$ cat src/rtl/mult_accumulator_pkg.sv
// Shared definitions for the multiply-accumulate "accumulate" stage.
// Provides the default datapath widths and the controller state encoding.
package mult_accumulator_pkg;

    localparam int unsigned P_W_DEF   = 8;   // multiplier product width
    localparam int unsigned ACC_W_DEF = 12;  // accumulator width
    localparam int unsigned CNT_W_DEF = 4;   // product-count width

    // Controller states; 2'b11 is unused and recovers to ST_IDLE.
    typedef enum logic [1:0] {
        ST_IDLE  = 2'b00,
        ST_ACCUM = 2'b01,
        ST_FIN   = 2'b10
    } state_e;

endpackage

$ cat src/rtl/acc_ripple_adder.sv
// W-bit ripple-carry adder built from full_Adder cells, carry-in tied low.
// Ports: a_i, b_i - W-bit addends; sum_o - W-bit sum (mod 2^W);
//        cout_o - carry out of the MSB, feeds the accumulator overflow flag.
module acc_ripple_adder #(
    parameter int unsigned W = 12
) (
    input  logic [W-1:0] a_i,
    input  logic [W-1:0] b_i,
    output logic [W-1:0] sum_o,
    output logic         cout_o
);

    logic [W:0] carry;

    assign carry[0] = 1'b0;

    for (genvar i = 0; i < W; i++) begin : g_bit
        full_Adder u_fa (
            .a    (a_i[i]),
            .b    (b_i[i]),
            .cin  (carry[i]),
            .sum  (sum_o[i]),
            .cout (carry[i+1])
        );
    end

    assign cout_o = carry[W];

endmodule

$ cat src/rtl/full_Adder.sv
// Single-bit full adder cell used to build ripple-carry adders.
// Ports: a, b, cin - addend bits and carry in; sum, cout - result and carry out.
module full_Adder (
    input  logic a,
    input  logic b,
    input  logic cin,
    output logic sum,
    output logic cout
);

    assign sum  = a ^ b ^ cin;
    assign cout = (a & b) | (cin & (a ^ b));

endmodule

$ cat src/rtl/mult_accumulator.sv
// Accumulates N successive multiplier products into a wide sum.
// Ports:
//   CLK, RST      - rising-edge clock, asynchronous active-high reset
//   START, N      - start a run of N products (N latched in IDLE on START)
//   P, P_VALID    - product from the multiplier and its valid strobe
//   P_READY       - product accepted on any edge where P_VALID is also high
//   ACC, OVF      - running/final sum and sticky carry-out for this run
//   BUSY, DONE    - run in progress; one-cycle completion pulse
module mult_accumulator
    import mult_accumulator_pkg::*;
#(
    parameter int unsigned P_W   = P_W_DEF,
    parameter int unsigned ACC_W = ACC_W_DEF,
    parameter int unsigned CNT_W = CNT_W_DEF
) (
    input  logic             CLK,
    input  logic             RST,
    input  logic             START,
    input  logic [CNT_W-1:0] N,
    input  logic [P_W-1:0]   P,
    input  logic             P_VALID,
    output logic             P_READY,
    output logic [ACC_W-1:0] ACC,
    output logic             BUSY,
    output logic             DONE,
    output logic             OVF
);

    state_e           state_q, state_d;
    logic [ACC_W-1:0] acc_q, acc_d;
    logic [CNT_W-1:0] cnt_q, cnt_d;
    logic             ovf_q, ovf_d;

    logic [ACC_W-1:0] add_sum;
    logic             add_cout;

    // Adder always sees the current sum plus the zero-extended product.
    acc_ripple_adder #(
        .W (ACC_W)
    ) u_adder (
        .a_i    (acc_q),
        .b_i    (ACC_W'(P)),
        .sum_o  (add_sum),
        .cout_o (add_cout)
    );

    // State and datapath registers.
    always_ff @(posedge CLK or posedge RST) begin
        if (RST) begin
            state_q <= ST_IDLE;
            acc_q   <= '0;
            cnt_q   <= '0;
            ovf_q   <= 1'b0;
        end else begin
            state_q <= state_d;
            acc_q   <= acc_d;
            cnt_q   <= cnt_d;
            ovf_q   <= ovf_d;
        end
    end

    // Next-state and datapath update.
    always_comb begin
        state_d = state_q;
        acc_d   = acc_q;
        cnt_d   = cnt_q;
        ovf_d   = ovf_q;

        case (state_q)
            ST_IDLE: begin
                if (START) begin
                    acc_d = '0;
                    ovf_d = 1'b0;
                    if (N != '0) begin
                        cnt_d   = N;
                        state_d = ST_ACCUM;
                    end else begin
                        // Zero-length run goes straight to completion.
                        state_d = ST_FIN;
                    end
                end
            end
            ST_ACCUM: begin
                // P_READY is high throughout ACCUM, so P_VALID alone marks a transfer.
                if (P_VALID) begin
                    acc_d = add_sum;
                    ovf_d = ovf_q | add_cout;
                    cnt_d = cnt_q - CNT_W'(1);
                    if (cnt_q == CNT_W'(1)) begin
                        state_d = ST_FIN;
                    end
                end
            end
            ST_FIN: begin
                state_d = ST_IDLE;
            end
            default: begin
                state_d = ST_IDLE;
            end
        endcase
    end

    // Handshake and status decoded purely from the state register.
    assign P_READY = (state_q == ST_ACCUM);
    assign BUSY    = (state_q == ST_ACCUM);
    assign DONE    = (state_q == ST_FIN);
    assign ACC     = acc_q;
    assign OVF     = ovf_q;

endmodule

$ cat config.mk
export PLATFORM = sky130hd
export DESIGN_NAME = mult_accumulator
export DESIGN_NICKNAME = d
export VERILOG_FILES = /design/src/rtl/mult_accumulator_pkg.sv /design/src/rtl/acc_ripple_adder.sv /design/src/rtl/full_Adder.sv /design/src/rtl/mult_accumulator.sv
export SDC_FILE = /design/constraint.sdc
export NUM_CORES = 1
export LEC_CHECK = 0
export ABC_CLOCK_PERIOD_IN_PS = 6100
export CAP_MARGIN = 20
export CORE_UTILIZATION = 45
export DETAILED_ROUTE_END_ITERATION = 10
export HOLD_SLACK_MARGIN = 0.08
export PLACE_DENSITY = 0.84
export SYNTH_ARGS = -nofsm -noshare
export SYNTH_HDL_FRONTEND = slang
export SYNTH_HIERARCHICAL = 1
export SYNTH_SLANG_ARGS = --single-unit
$ cat constraint.sdc
create_clock -name CLK -period 6.1 [get_ports CLK]
set_input_delay 1.22 -clock CLK [delete_from_list [all_inputs] [get_ports CLK]]
set_output_delay 1.22 -clock CLK [all_outputs]
set_load 0.05 [all_outputs]
==> results.sh, run 1 <==
export IMPL_status="finished clean"
export IMPL_postSynthCellCount=91
export IMPL_path_cells="clkdlybuf4s50_1, fa_2, fa_2, fa_2, fa_2, fa_2, fa_2, fa_2, fa_2, fa_2, fa_2, fa_2, fa_1, a22o_1"
export IMPL_finalSetupTns_ns=0
export IMPL_maxSlewViolCount=0
export IMPL_nets=155
export IMPL_worstSkewPairLatency_ns=0.30
export IMPL_critPathRequiredTime_ns=6.30
export IMPL_antenna_found_initial=0
export IMPL_dr_pass1_iters=4
export IMPL_cts_root_buf="clkbuf_4"
export IMPL_worstMarginPinSlew_ns=0.715
export IMPL_grt_max_degree=20
export IMPL_die_x_um=52.9
export IMPL_clockBufferDepth=2
export IMPL_crit_path_end_kind="register"
export IMPL_vias_per_cell=5.62
export IMPL_core_area_mm2=0.00245
export IMPL_ir_worst_vdd_v=0.000286
export IMPL_fillCellCount=220
export IMPL_grt_util_met2=0.361
export IMPL_busiest_layer="met2"
export IMPL_drc=0
export IMPL_worst_path_buf_inv=1
export IMPL_synth_area_leaders="dfrtp_1 41%, fa_1 21%, a22o_1 9.0%, ha_1 2.2%, buf_6 1.9%"
export IMPL_p_leak_nw=0.636
export IMPL_path_class="in -> reg"
export IMPL_slew_headroom=0.523
export IMPL_hp_class="reg -> reg"
export IMPL_antennaDiodeCount=0
export IMPL_synth_xor_area_frac=0
export IMPL_cts_buffers=3
export IMPL_synth_most_common_cell="dfrtp_1"
export IMPL_power_density_mw_per_mm2=519
export IMPL_grt_usage=0.208
export IMPL_post_drt_wl_per_cell_um=16.1
export IMPL_yosys_warnings=6
export IMPL_multi_input_comb_area_um2=666
export IMPL_synth_compound_area_frac=0.181
export IMPL_synth_mux_area_frac=0.0269
export IMPL_h_tree_depth=1
export IMPL_gr_total_overflow=0
export IMPL_ys_flop_type="dfrtp_1"
export IMPL_drtAntennaViolNets=0
export IMPL_drive_gt1_frac=0.153
export IMPL_cts_num_sinks=19
export IMPL_num_vias=865
export IMPL_dieArea_mm2=0.00279
export IMPL_place_gp_congestion=0.915
export IMPL_synthTopCellsByCount="19 x dfrtp_1, 12 x a22o_1, 12 x fa_1"
export IMPL_synth_fa_ha_area_frac=0.228
export IMPL_grt_use_met3=0.0316
export IMPL_finalCritPeriodShare=0.975
export IMPL_postPlaceCellArea_mm2=0.00149
export IMPL_post_cts_buffers=0
export IMPL_routed_wl_um=2490
export IMPL_dp_slack_ns=-0.583
export IMPL_synth_top_family_by_area="adder cells"
export IMPL_synth_area_leader_cell="dfrtp_1"
export IMPL_grt_pass1_wl_um=4140
export IMPL_crit_top_cell="fa_2"
export IMPL_crit_slowest_cell="clkdlybuf4s50_1"
export IMPL_fin_skew_ns=0.00445
export IMPL_worst_path_max_fanout=1
export IMPL_synth_top_area_frac=0.409
export IMPL_rsz0062_at_grt="false"
export IMPL_synth_cell_types=35
export IMPL_ys_ff_latch=19
export IMPL_cp_start_kind="input port"
export IMPL_place_hpwl_um=1810
export IMPL_avgSynthCellArea_um2=12.8
export IMPL_min_period_ns=5.95
export IMPL_design_area_mm2=0.00153
export IMPL_holdWs_ns=0.567
export IMPL_io_pins=32
export IMPL_die_h_um=52.9
export IMPL_hold_violations=0
export IMPL_syn_to_final_growth_pct=31.8
export IMPL_port_buffers=31
export IMPL_ys_async_sr_fraction=1.00
export IMPL_synth_edff_count=0
export IMPL_max_freq_mhz=168
export IMPL_fin_ws_ns=0.150
export IMPL_max_stage_delay_ns=0.43
export IMPL_first_global_vias=945
export IMPL_path_clk_slew_ns=0.11
export IMPL_ys_seq_area_frac=0.409
export IMPL_drtIter0Drc=13
export IMPL_cts_tree="done"
export IMPL_setup_viol=0
export IMPL_cp_top_family="adder cells"
export IMPL_row_count=18
export IMPL_crit_arrival_ns=6.15
export IMPL_met1_usage=0.263
export IMPL_max_cap_violations=0
export IMPL_regArea_um2=475
export IMPL_synth_area_mm2=0.00116
export IMPL_initial_core_util=0.474
export IMPL_synthSimpleGateAreaFrac=0.0968
-- placed cells by master, fill, tap and decap left out, types with 3 or more instances in the layout --
cell type,synthesis,routed
a22o_1,12,12
inv_1,4,4
clkdlybuf4s50_1,0,31
a21oi_1,3,3
clkbuf_4,0,3
fa_2,0,11
dfrtp_1,19,19
nor2_1,4,4
nor3b_1,3,3
conb_1,2,5
-- report_power, final --
group	leakage (nW)	internal, mW	switching, mW
registers	0.238	0.179	0.0634
logic	0.383	0.210	0.279
clock network	0.0150	0.0255	0.0396
total	0.636	0.414	0.382
-- through the flow --
stage,power [mW],cells,util
CTS,0.795,154,0.622
global route,0.859,154,0.625
detailed placement,0.720,150,0.605
global placement,0.700,150,0.605
floorplan,0.583,94,-
finish,0.796,154,0.625
-- path summary, 6_finish.rpt --
kind	start	endpoint	slack, ns	cells past startpoint
min reg2reg	OVF	OVF	0.57	2
max in group asynchronous	RST	ACC[1]	4.32	2
min	OVF	OVF	0.57	2
max reg2reg	ACC[0]	ACC[11]	1.05	13
max	P[0]	ACC[11]	0.15	14
min in group asynchronous	RST	ACC[6]	1.33	2
-- kinds of logic after synthesis --
logic type | Yosys count
AOI/OAI and AO/OA | 26
adders and majority gates | 14
buffers and inverters | 10
DFF | 19
muxes | 3
other | 2
and+or+nand+nor | 17
-- final cells by class --
type | count | share of cell area
Inverter | 5 | 0.0122
Tap cell | 30 | 0.0245
Clock buffer | 4 | 0.0171
Sequential cell | 19 | 0.310
Timing Repair Buffer | 31 | 0.202
Multi-Input combinational cell | 65 | 0.434
-- sequential cells by signal, summed over array words and instances (netlist names) --
signal / cells
cnt_q: 4
OVF: 1
state_q: 2
ACC: 12
-- layer usage --
| layer | part of all wire | vias up | wire [µm] |
|---|---|---|---|
| met5 | 0 | - | 0 |
| met4 | 0.012 | 0 | 31 |
| met3 | 0.067 | 4 | 167 |
| met2 | 0.49 | 35 | 1230 |
| met1 | 0.43 | 439 | 1060 |
| li1 | - | 387 | - |
-- worst reg2reg max path, stage by stage (launching register included) --
cell	delay [ns]
dfrtp_1	0.43
fa_2	0.39
fa_2	0.34
fa_2	0.34
fa_2	0.35
fa_2	0.35
fa_2	0.36
fa_2	0.36
fa_2	0.34
fa_2	0.35
fa_2	0.35
fa_2	0.34
fa_1	0.43
a22o_1	0.21
-- timing repair --
item / CTS / global route
endpoints found under the hold margin: 0 / 0
hold buffers: 0 / 0
resized for setup: 6 / 3
gates cloned: 0 / 0
setup endpoints to repair: 2 / 2
(Power assumes the default switching activity.)
==> run 2: changes to the inputs <==
--- a/config.mk
+++ b/config.mk
@@ -7,10 +7,12 @@
 export LEC_CHECK = 0
 export ABC_CLOCK_PERIOD_IN_PS = 6100
 export CAP_MARGIN = 20
+export CORE_MARGIN = 10
 export CORE_UTILIZATION = 45
 export DETAILED_ROUTE_END_ITERATION = 10
 export HOLD_SLACK_MARGIN = 0.08
 export PLACE_DENSITY = 0.84
+export RECOVER_POWER = 100
 export SYNTH_ARGS = -nofsm -noshare
 export SYNTH_HDL_FRONTEND = slang
 export SYNTH_HIERARCHICAL = 1
==> run 2 against run 1 <==
Against the previous run: wire length up 5.9%; clock skew up 0.0028 ns; sequential power about the same; utilization down 1.1 points; highest routed layer unchanged; register-to-register slack worse by 0.35 ns; non-clock buffer count unchanged; fmax up 0.30%; clock-buffer cell count down 1; first-iteration DRC count rose to 3.2 times the previous value; setup slack better by 0.018 ns; global-route usage down 9.8 points; critical path depth unchanged.
==> results.sh, run 2 (synthesis results as in run 1) <==
export IMPL_crit_slowest_cell="fa_1"
export IMPL_crit_arrival_ns=6.12
export IMPL_cts_num_sinks=19
export IMPL_drc=0
export IMPL_core_area_mm2=0.00248
export IMPL_cts_tree="done"
export IMPL_grt_pass1_wl_um=4610
export IMPL_syn_to_final_growth_pct=30.6
export IMPL_cts_buffers=3
export IMPL_place_hpwl_um=2120
export IMPL_antenna_found_initial=0
export IMPL_path_clk_slew_ns=0.11
export IMPL_critPathRequiredTime_ns=6.29
export IMPL_multi_input_comb_area_um2=656
export IMPL_setup_viol=0
export IMPL_fillCellCount=226
export IMPL_hp_class="reg -> reg"
export IMPL_worstSkewPairLatency_ns=0.29
export IMPL_power_mw=0.778
export IMPL_rsz0062_at_grt="false"
export IMPL_max_freq_mhz=169
export IMPL_path_cells="clkbuf_2, fa_2, fa_2, fa_2, fa_2, fa_2, fa_2, fa_2, fa_2, fa_2, fa_2, fa_2, fa_1, a22o_1"
export IMPL_maxSlewViolCount=0
export IMPL_design_area_mm2=0.00152
export IMPL_finalCritPeriodShare=0.973
export IMPL_initial_core_util=0.470
export IMPL_final_util=0.614
export IMPL_post_drt_wl_per_cell_um=17.1
export IMPL_postPlaceCellArea_mm2=0.00149
export IMPL_die_h_um=70.9
export IMPL_nets=155
export IMPL_port_buffers=31
export IMPL_routed_wl_um=2630
export IMPL_hold_violations=0
export IMPL_cts_hold_buf=0
export IMPL_p_leak_nw=0.661
export IMPL_grt_max_degree=20
export IMPL_crit_top_cell="fa_2"
export IMPL_gr_total_overflow=0
export IMPL_post_cts_buffers=0
export IMPL_met1_usage=0.137
export IMPL_grt_usage=0.110
export IMPL_row_count=18
export IMPL_num_vias=858
export IMPL_path_class="in -> reg"
export IMPL_io_pins=32
export IMPL_vias_per_cell=5.57
export IMPL_ir_worst_vdd_v=0.000271
export IMPL_cts_root_buf="clkbuf_4"
export IMPL_die_x_um=70.9
export IMPL_crit_path_end_kind="register"
export IMPL_place_gp_congestion=0.890
export IMPL_max_cap_violations=0
export IMPL_clockBufferDepth=2
export IMPL_antennaDiodeCount=0
export IMPL_largest_register_ffs=12
export IMPL_fin_skew_ns=0.00721
export IMPL_drive_gt1_frac=0.153
export IMPL_h_tree_depth=1
export IMPL_min_period_ns=5.93
export IMPL_worst_path_max_fanout=1
export IMPL_status="finished clean"
export IMPL_slew_headroom=0.540
export IMPL_max_stage_delay_ns=0.46
export IMPL_dr_pass1_iters=4
export IMPL_first_global_vias=924
export IMPL_drtIter0Drc=42
export IMPL_drtAntennaViolNets=0
export IMPL_power_density_mw_per_mm2=511
export IMPL_dieArea_mm2=0.00502
export IMPL_cp_start_kind="input port"
export IMPL_final_cell_mix="19 x dfrtp_1, 19 x dlygate4sd3_1, 12 x a22o_1"
export IMPL_regArea_um2=475
export IMPL_grt_use_met3=0.0432
export IMPL_busiest_layer="met2"
export IMPL_grt_util_met2=0.174
export IMPL_worstMarginPinSlew_ns=0.689
[run 2: cell count changes in the layout (fill, tap and decap cells not counted)]
cell             before  now
clkdlybuf4s50_1      31   11
dlygate4sd3_1         0   19
clkbuf_1              1    0
clkbuf_2              0    1
clkinv_2              0    1
o32ai_1               0    1
o32ai_2               1    0
or2_0                 0    1
or2_4                 1    0
[run 2: path summary, 6_finish.rpt]
kind	end	start	slack [ns]	cells after the start
setup / recovery	ACC[11]	P[0]	0.17	14
hold / removal	OVF	OVF	0.56	2
setup reg to reg	ACC[11]	ACC[0]	0.70	13
hold reg to reg	OVF	OVF	0.56	2
max in group asynchronous	ACC[4]	RST	4.20	2
min in group asynchronous	state_q[0]	RST	1.46	2
[run 2: through the flow]
| step | instances | hold WS, ns | TNS, ns | setup WS (ns) |
|---|---|---|---|---|
| floorplan | 94 | 0.496 | 0 | 0.0249 |
| global placement | 150 | 0.531 | -1.16 | -0.531 |
| detailed placement | 150 | 0.541 | -1.61 | -0.696 |
| CTS | 154 | 0.571 | 0 | 0.0339 |
| global route | 154 | 0.603 | 0 | 0.0314 |
| finish | 154 | 0.556 | 0 | 0.168 |
[run 2: layout make-up]
| class | count | area share |
|---|---|---|
| repair buffers | 31 | 0.201 |
| well taps | 30 | 0.0247 |
| clock inverters | 1 | 0.00329 |
| inverters | 5 | 0.0123 |
| clock buffers | 3 | 0.0148 |
| multi-input cells | 65 | 0.431 |
| flip-flops and latches | 19 | 0.313 |
[run 2: worst max-delay path, delay by kind of cell]
kind	cells	cell delay (ns)
compound gates	1	0.21
fa+ha+maj	12	4.61
buf+inv	1	0.09
[run 2: what timing repair did]
item                                    4_1_cts  5_1_grt
resized for setup                             8        3
pin swaps                                     0       12
endpoints found under the setup margin        2        2
cloned                                        0        0
[run 2: layer usage]
metal / vias up / part of all wire
li1: 392 / -
met1: 427 / 0.45
met2: 37 / 0.45
met3: 2 / 0.092
met4: 0 / 0.0046
met5: - / 0
[run 2: report_power, final]
group	switching, mW	internal, mW	total (mW)
clock	0.0364	0.0243	0.0608
combinational	0.282	0.194	0.476
sequential	0.0621	0.179	0.241
total	0.381	0.397	0.778
==> run 3: changes to the inputs <==
--- a/config.mk
+++ b/config.mk
@@ -9,6 +9,7 @@
 export CAP_MARGIN = 20
 export CORE_MARGIN = 10
 export CORE_UTILIZATION = 45
+export CTS_BUF_LIST = sky130_fd_sc_hd__clkbuf_16
 export DETAILED_ROUTE_END_ITERATION = 10
 export HOLD_SLACK_MARGIN = 0.08
 export PLACE_DENSITY = 0.84
==> run 3 against run 2 <==
Against the previous run: first-iteration DRC count decreased by 4.8%; global-route usage increased by 0.082 points; setup slack worse by 0.057 ns; flip-flop and latch count unchanged; sequential share of layout area decreased by 1.3 points; sequential power barely moved; combinational power up 3%; design area rose by 4.2%; wire length rose by 0.38%; die area unchanged; cell count stayed put; clock power grew 110%.
==> results.sh, run 3 (synthesis results as in run 1) <==
export IMPL_finalCritPeriodShare=0.982
export IMPL_p_leak_nw=0.677
export IMPL_maxSlewViolCount=0
export IMPL_gr_total_overflow=0
export IMPL_die_x_um=70.9
export IMPL_num_vias=848
export IMPL_worstSkewPairLatency_ns=0.24
export IMPL_drtAntennaViolNets=0
export IMPL_cts_buffers=3
export IMPL_power_density_mw_per_mm2=545
export IMPL_critPathRequiredTime_ns=6.23
export IMPL_nets=155
export IMPL_hp_class="reg -> reg"
export IMPL_initial_core_util=0.470
export IMPL_hold_violations=0
export IMPL_cts_hold_buf=0
export IMPL_worstMarginPinSlew_ns=0.692
export IMPL_antenna_found_initial=0
export IMPL_r2r_start="ACC[0]"
export IMPL_row_count=18
export IMPL_h_tree_depth=1
export IMPL_power_mw=0.863
export IMPL_syn_to_final_growth_pct=36.1
export IMPL_crit_arrival_ns=6.12
export IMPL_worst_path_max_fanout=1
export IMPL_fin_skew_ns=0.00297
export IMPL_dieArea_mm2=0.00502
export IMPL_port_buffers=31
export IMPL_cts_tree="done"
export IMPL_cp_start_kind="input port"
export IMPL_first_global_vias=932
export IMPL_cts_root_buf="clkbuf_16"
export IMPL_final_util=0.639
export IMPL_ir_worst_vdd_v=0.000324
export IMPL_crit_path_end_kind="register"
export IMPL_grt_pass1_wl_um=4620
export IMPL_grt_max_degree=20
export IMPL_place_hpwl_um=2120
export IMPL_setup_viol=0
export IMPL_critical_path_startpoint="P[0]"
export IMPL_drtIter0Drc=40
export IMPL_routed_wl_um=2640
export IMPL_clockBufferDepth=2
export IMPL_vias_per_cell=5.51
export IMPL_io_pins=32
export IMPL_rsz0062_at_grt="true"
export IMPL_place_gp_congestion=0.890
export IMPL_core_area_mm2=0.00248
export IMPL_dr_pass1_iters=4
export IMPL_drc=0
export IMPL_drive_gt1_frac=0.161
export IMPL_max_freq_mhz=167
export IMPL_post_drt_wl_per_cell_um=17.2
export IMPL_slew_headroom=0.538
export IMPL_path_clk_slew_ns=0.05
export IMPL_path_class="in -> reg"
export IMPL_largest_register_ffs=12
export IMPL_antennaDiodeCount=0
export IMPL_final_common_cell="clkdlybuf4s50_1"
export IMPL_die_h_um=70.9
export IMPL_max_cap_violations=0
export IMPL_finalSetupTns_ns=0
export IMPL_cts_num_sinks=19
export IMPL_final_cell_mix="23 x clkdlybuf4s50_1, 19 x dfrtp_1, 12 x a22o_1"
export IMPL_hp_start="OVF"
export IMPL_status="finished clean"
export IMPL_min_period_ns=5.99
export IMPL_grt_usage=0.111
-- run 3: changes by cell type in the layout (fill, tap and decap cells not counted), moves of 3 or more --
cell	change
clkbuf_16	+3
clkbuf_4	-3
clkdlybuf4s50_1	+12
dlygate4sd3_1	-13
-- run 3: layer usage --
layer	GRT usage	vias to the layer above	share of wire	wire length, µm
li1	-	390	-	-
met3	0.0432	2	0.084	223
met2	0.174	33	0.45	1190
met4	0.0323	0	0.0045	12
met5	0	-	0	0
met1	0.137	423	0.46	1220
-- run 3: timing repair --
action / 4_1_cts / 5_1_grt
resized for setup: 9 / 4
pin swaps: 0 / 13
setup endpoints to repair: 3 / 2
setup buffers: 0 / 0
-- run 3: worst paths after layout --
kind                                  to  slack [ns]  cells past startpoint
worst max register to register   ACC[11]        0.70                     13
min in group asynchronous       cnt_q[1]        1.52                      2
max in group asynchronous         ACC[4]        4.14                      2
worst min register to register       OVF        0.55                      2
worst max-delay path             ACC[11]        0.11                     14
worst min-delay path                 OVF        0.55                      2
-- run 3: power by group --
| group | switching, mW | internal, mW |
|---|---|---|
| Sequential | 0.0642 | 0.180 |
| Combinational | 0.283 | 0.207 |
| Clock | 0.0421 | 0.0876 |
| Total | 0.389 | 0.475 |
-- run 3: area by class of cell --
cell class              instances  area, µm²
flip-flops and latches         19        475
well taps                      30       37.5
multi-input cells              65        658
clock buffers                   3       75.1
inverters                       5       18.8
clock inverters                 1       5.00
fillers                       215        893
repair buffers                 31        314
-- run 3: stage by stage --
| stage | hold WS, ns | cell area (µm²) | cells | worst slack (ns) |
|---|---|---|---|---|
| 6_report | 0.548 | 1580 | 154 | 0.110 |
| 4_1_cts | 0.557 | 1590 | 154 | 0.0214 |
| 3_5_place_dp | 0.541 | 1490 | 150 | -0.696 |
| 2_1_floorplan | 0.496 | 1180 | 94 | 0.0249 |
| 5_1_grt | 0.586 | 1580 | 154 | -0.0349 |
| 3_3_place_gp | 0.531 | 1490 | 150 | -0.531 |
-- run 3: critical path: stages --
cell	delay (ns)
buf_6	0.09
fa_2	0.33
fa_2	0.37
fa_2	0.38
fa_2	0.38
fa_2	0.39
fa_2	0.39
fa_2	0.40
fa_2	0.38
fa_2	0.38
fa_2	0.38
fa_2	0.37
fa_1	0.46
a22o_1	0.21
